**src/rtl/mux_readback_shifter_if.sv**
```systemverilog
// Handshake/bus bundle between a register bank reader and the readback shifter.
// dbg_state mirrors the shifter FSM state for observation by checkers.
interface mux_readback_shifter_if #(
  parameter int WIDTH = 8
);
  logic             CAP_REQ;
  logic [WIDTH-1:0] PAR_IN;
  logic             SO_READY;
  logic             SO;
  logic             SO_VALID;
  logic             SO_LAST;
  logic             BUSY;
  logic             DONE;
  logic [1:0]       dbg_state;

  modport master (
    output CAP_REQ, PAR_IN, SO_READY,
    input  SO, SO_VALID, SO_LAST, BUSY, DONE, dbg_state
  );

  modport slave (
    input  CAP_REQ, PAR_IN, SO_READY,
    output SO, SO_VALID, SO_LAST, BUSY, DONE, dbg_state
  );
endinterface

```
**src/rtl/mux_readback_shifter.sv**
```systemverilog
// Captures a parallel register word and serialises it onto a 1-bit stream,
// optionally followed by an even-parity bit.
module mux_readback_shifter #(
  parameter int WIDTH     = 8,
  parameter int LSB_FIRST = 0,
  parameter int PARITY    = 1
) (
  input logic                   CLK,
  input logic                   AL,
  mux_readback_shifter_if.slave bus
);

  localparam int N  = WIDTH + PARITY;
  localparam int CW = $clog2(N + 1);
  localparam logic [CW-1:0] CNT_PAR  = CW'(WIDTH);
  localparam logic [CW-1:0] CNT_LAST = CW'(N - 1);

  typedef enum logic [1:0] {
    ST_IDLE  = 2'd0,
    ST_SHIFT = 2'd1,
    ST_DONE  = 2'd2
  } state_t;

  state_t           state_q, state_d;
  logic [WIDTH-1:0] shreg_q, shreg_d;
  logic [CW-1:0]    cnt_q, cnt_d;
  logic             par_q, par_d;
  logic             xfer;
  logic             data_bit;

  // Handshake: a bit moves when SO_VALID and SO_READY are both high at a
  // rising edge; while SO_READY is low the current bit is held unchanged.
  always_ff @(posedge CLK or posedge AL) begin
    if (AL) begin
      state_q <= ST_IDLE;
      shreg_q <= '0;
      cnt_q   <= '0;
      par_q   <= 1'b0;
    end else begin
      state_q <= state_d;
      shreg_q <= shreg_d;
      cnt_q   <= cnt_d;
      par_q   <= par_d;
    end
  end

  always_comb begin
    state_d = state_q;
    shreg_d = shreg_q;
    cnt_d   = cnt_q;
    par_d   = par_q;
    xfer    = (state_q == ST_SHIFT) && bus.SO_READY;
    case (state_q)
      ST_IDLE: begin
        if (bus.CAP_REQ) begin
          shreg_d = bus.PAR_IN;
          cnt_d   = '0;
          par_d   = ^bus.PAR_IN;
          state_d = ST_SHIFT;
        end
      end
      ST_SHIFT: begin
        if (xfer) begin
          shreg_d = (LSB_FIRST != 0) ? (shreg_q >> 1) : (shreg_q << 1);
          cnt_d   = cnt_q + 1'b1;
          if (cnt_q == CNT_LAST) state_d = ST_DONE;
        end
      end
      ST_DONE:  state_d = ST_IDLE;
      default:  state_d = ST_IDLE;
    endcase
  end

  // Output end of the shift register; the parity slot follows the data bits.
  assign data_bit = (LSB_FIRST != 0) ? shreg_q[0] : shreg_q[WIDTH-1];

  always_comb begin
    bus.SO       = 1'b0;
    bus.SO_VALID = 1'b0;
    bus.SO_LAST  = 1'b0;
    bus.BUSY     = 1'b0;
    bus.DONE     = 1'b0;
    case (state_q)
      ST_SHIFT: begin
        bus.SO_VALID = 1'b1;
        bus.BUSY     = 1'b1;
        bus.SO_LAST  = (cnt_q == CNT_LAST);
        bus.SO       = ((PARITY != 0) && (cnt_q == CNT_PAR)) ? par_q : data_bit;
      end
      ST_DONE: begin
        bus.BUSY = 1'b1;
        bus.DONE = 1'b1;
      end
      default: ;
    endcase
  end

  assign bus.dbg_state = state_q;

endmodule

```
**src/flat_wrapper.sv**
```systemverilog
// flat-port wrapper written by rule: the top's interface ports become plain ports
module mux_readback_shifter_flat 
#(
  parameter int WIDTH     = 8,
  parameter int LSB_FIRST = 0,
  parameter int PARITY    = 1
)
  (CLK, AL, bus_CAP_REQ, bus_PAR_IN, bus_SO_READY, bus_SO, bus_SO_VALID, bus_SO_LAST, bus_BUSY, bus_DONE, bus_dbg_state);
  mux_readback_shifter_if #(.WIDTH(WIDTH)) bus_i ();
  input logic CLK;
  input logic AL;
  input wire logic [$bits(bus_i.CAP_REQ)-1:0] bus_CAP_REQ;
  input wire logic [$bits(bus_i.PAR_IN)-1:0] bus_PAR_IN;
  input wire logic [$bits(bus_i.SO_READY)-1:0] bus_SO_READY;
  output wire logic [$bits(bus_i.SO)-1:0] bus_SO;
  output wire logic [$bits(bus_i.SO_VALID)-1:0] bus_SO_VALID;
  output wire logic [$bits(bus_i.SO_LAST)-1:0] bus_SO_LAST;
  output wire logic [$bits(bus_i.BUSY)-1:0] bus_BUSY;
  output wire logic [$bits(bus_i.DONE)-1:0] bus_DONE;
  output wire logic [$bits(bus_i.dbg_state)-1:0] bus_dbg_state;
  assign bus_i.CAP_REQ = bus_CAP_REQ;
  assign bus_i.PAR_IN = bus_PAR_IN;
  assign bus_i.SO_READY = bus_SO_READY;
  assign bus_SO = bus_i.SO;
  assign bus_SO_VALID = bus_i.SO_VALID;
  assign bus_SO_LAST = bus_i.SO_LAST;
  assign bus_BUSY = bus_i.BUSY;
  assign bus_DONE = bus_i.DONE;
  assign bus_dbg_state = bus_i.dbg_state;
  mux_readback_shifter #(.WIDTH(WIDTH), .LSB_FIRST(LSB_FIRST), .PARITY(PARITY)) u_core (.CLK(CLK), .AL(AL), .bus(bus_i));
endmodule
```
**config.mk**
```make
export PLATFORM = sky130hd
export DESIGN_NAME = mux_readback_shifter_flat
export DESIGN_NICKNAME = d
export VERILOG_FILES = /design/src/rtl/mux_readback_shifter_if.sv /design/src/rtl/mux_readback_shifter.sv /design/src/flat_wrapper.sv
export SDC_FILE = /design/constraint.sdc
export NUM_CORES = 1
export LEC_CHECK = 0
export CORE_MARGIN = 3
export CORE_UTILIZATION = 44
export DETAILED_ROUTE_END_ITERATION = 16
export GPL_TIMING_DRIVEN = 0
export PLACE_DENSITY = 0.81
export SYNTH_ARGS = -nofsm -noshare
export SYNTH_HDL_FRONTEND = slang
export SYNTH_SLANG_ARGS = --single-unit
export TNS_END_PERCENT = 1
```
**constraint.sdc**
```tcl
create_clock -name CLK -period 1.51 [get_ports CLK]
set_input_delay 0.151 -clock CLK [delete_from_list [all_inputs] [get_ports CLK]]
set_output_delay 0.151 -clock CLK [all_outputs]
set_load 0.05 [all_outputs]
```
==> summary.txt <==
Finish
  • Antenna cells: 0
  • Layout cells sized above 1: 0.368
  • Filler-free cell count of the finished design: 142
  • Commonest non-fill, non-tap cells in the layout: dfrtp_1 (13), clkdlybuf4s50_1 (11), mux2i_1 (8), xnor2_1 (8)
  • Fill cells: 145
  • P&R area growth vs syn: 45.5%
  • Core Util, Final: 0.716
  • Most common cell after layout, fill and taps aside: dfrtp_1
  • Seq. cell area: 378 sq um
  • Multi-input logic area: 603 sq um
  • Final nets: 137

Synthesis
  • Synthesis Warnings: 0
  • Syn Nets: 109
  • Flops & latches, synth: 15
  • Post-synth cell types: 21
  • Sequential share of the synthesized area: 0.419
  • Synth top area cells: dfrtp_1 (42%), mux2i_1 (10%), ha_1 (9.8%)
  • Cell taking the most area after synthesis: dfrtp_1
  • Mean post-synth cell area: 9.95 sq um
  • Yosys top cell area share: 0.419
  • Post-synthesis instance area: 896 sq um
  • Post-Synthesis Cells: 90

Worst setup path
  • Reg2Reg Depth: 7
  • Crit Reg-Reg Startpoint: u_core.cnt_q[0]
  • CP arrival: 1.48 ns
  • Critical Path Max Stage Delay: 0.40 ns
  • Worst path depth: 6
  • Reg2reg setup slack: -0.08 ns
  • CP Class: reg2out
  • CP max FO: 3
  • Crit path buf inv count: 2
  • CP delay by family, top: flip-flops
  • Slowest cell on crit path: dfrtp_1
  • Startpoint Class: flip-flop
  • Crit path from: u_core.cnt_q[0]
  • Critical Path RT: 1.36 ns
  • Critical path cell sequence: inv_2 > ha_4 > nand3b_1 > mux2i_1 > nor2_2 > buf_6
  • Worst setup EP type: primary output

Routing
  • Drt wl/cell: 13.3 microns
  • First-pass iteration count of the detailed router: 4
  • Via count: 718
  • Antenna Nets Post-Route: 0
  • Vias per inst: 5.06
  • Drt drc: 0
  • Initial DRC Count: 6
  • DRT Wirelength: 1900 microns

Placement
  • Hpwl dp: 1410 microns
  • Routability congestion estimate from global placement: 0.742
  • Placed insts: 133
  • IO Port Bufs: 18

Global routing
  • Largest net degree at the start of global routing: 16
  • GRT Overall Usage: 0.164
  • Initial antenna violation count: 0
  • Overflow after GRT: 0
  • Number of global-route vias before repair: 750
  • First-pass GRT wire length: 3190 microns

CTS
  • Post-CTS Hold Fix Bufs: 0
  • Clk_lat worst skew: 0.28 ns
  • CTS H-tree depth: 1
  • Clk slew on worst S/H paths: 0.09 ns
  • Num CTS Buffers: 3
  • Root buf cell: clkbuf_4
  • Clock buffer depth: 2
  • CTS tree: done
  • Clk sinks: 15

Run status
  • Run status: finished, violations left
  • Failing checks: negative setup slack

Die
  • Core ar.: 1820 sq um
  • Die area: 2610 sq um
  • Row Count: 15
  • Die Y: 51.1 microns
  • I/O Pins: 19
  • Die width: 51.1 microns
  • Initial Util: 0.492

Hold path
  • Worst Hold Class: in2async

Timing
  • Final min period: 1.63 ns
  • Setup ws final: -0.123 ns
  • Slew HR: 0.625
  • Fin. Hold Viols: 0
  • Max Freq: 0.613 GHz
  • RSZ-0062 raised after global routing: true
  • Slew Limit Fails: 0
  • Final setup viols: 7
  • Skew final: 0.00148 ns
  • Slew @ Worst Pin: 0.562 ns
  • Crit share post-route: 1.08
  • Worst hold slack: 0.210 ns

Job
  • Max-cap viol count: 0

Power and ir drop
  • NetSw: 0.00130 W
  • Leak: 0.540 nW
  • VDD IR max: 0.00181 V
  • Register share of total power: 0.264
  • Sw frac: 0.476
  • Cell-internal power: 0.00143 W
  • Pwr Density: 2090 nW/um^2
  • Logic pwr share: 0.651
  • Clk pwr share: 0.085
-- repair_timing --
action,CTS,global route
hold endpoints to repair,0,0
setup buffers,3,2
endpoints found under the setup margin,18,15
resized for setup,33,17
pin swaps,1,2
-- worst reg2reg max path: cells and delay by family (launching register included) --
family / cells / cell delay [ns]
adder cells (fa/ha/maj): 1 / 0.13
AND/OR/NAND/NOR: 1 / 0.14
multiplexers: 1 / 0.32
flip-flops: 1 / 0.40
buffers and inverters: 3 / 0.36
AO/OA/AOI/OAI: 1 / 0.15
-- layer usage --
| metal | track usage | wire length [microns] | part of all wire |
|---|---|---|---|
| met1 | 0.201 | 858 | 0.45 |
| met2 | 0.281 | 932 | 0.49 |
| met3 | 0.0233 | 86 | 0.045 |
| met4 | 0.0762 | 18 | 0.0095 |
| met5 | 0 | 0 | 0 |
-- final timing paths --
check / end
max in group asynchronous: u_core.bus.dbg_state[0]
worst min register to register: u_core.shreg_q[7]
worst max register to register: u_core.bus.dbg_state[1]
worst min-delay path: u_core.shreg_q[7]
worst max-delay path: bus_SO
min in group CLK: u_core.shreg_q[7]
-- flip-flops by register name, summed over array words and instances, names as in the netlist --
signal                count
u_core.cnt_q              4
u_core.shreg_q            8
u_core.par_q              1
u_core.bus.dbg_state      2
-- stage by stage --
step                      cell area, sq um  setup slack (ns)  power [W]  setup TNS, ns
after detailed placement              1190            -0.517    0.00238          -1.83
final                                 1300            -0.123    0.00273         -0.457
after CTS                             1230            -0.150    0.00260         -0.363
after global routing                  1300            -0.229    0.00294          -1.56
after floorplan                        980            -0.104    0.00204          -1.05
after global placement                1190            -0.499    0.00232          -1.66
-- power by group through the flow --
stage | registers (W) | logic, W | clock network [W]
5_1_grt | 0.000749 | 0.00194 | 0.000247
2_1_floorplan | 0.000785 | 0.00125 | 0
4_1_cts | 0.000710 | 0.00166 | 0.000234
3_3_place_gp | 0.000717 | 0.00160 | 0
3_5_place_dp | 0.000724 | 0.00166 | 0
6_report | 0.000720 | 0.00178 | 0.000231
-- area by class of cell --
cell class / instances / area share
inverters: 7 / 0.0259
flip-flops and latches: 15 / 0.290
repair buffers: 23 / 0.160
clock buffers: 4 / 0.0202
multi-input cells: 66 / 0.463
well taps: 25 / 0.0240
plain buffers: 2 / 0.0173
-- synthesized netlist by cell type (all sizes together) --
| master | n |
|---|---|
| dfrtp | 15 |
| nor2 | 10 |
| a21oi | 9 |
| mux2i | 9 |
| xnor2 | 8 |
| ha | 7 |
| inv | 7 |
| o21ai | 5 |
| a31oi | 3 |
| nand2 | 3 |
| nand3 | 3 |
| buf | 2 |
| mux2 | 2 |
| nor2b | 2 |
| a22o | 1 |
| nand2b | 1 |
| nand3b | 1 |
| nor3 | 1 |
| o22ai | 1 |
-- cell families (layout without fill, tap and decap cells) --
| logic type | after synthesis | in the layout | synth area share |
|---|---|---|---|
| xor gates and xnor gates | 8 | 8 | 0.0782 |
| and+or+nand+nor | 21 | 21 | 0.120 |
| muxes | 11 | 11 | 0.126 |
| AOI/OAI and AO/OA | 19 | 19 | 0.116 |
| buffers and inverters | 9 | 36 | 0.0433 |
| adders and majority gates | 7 | 7 | 0.0978 |
| DFF | 15 | 15 | 0.419 |
Power figures use the tool's default switching activity.
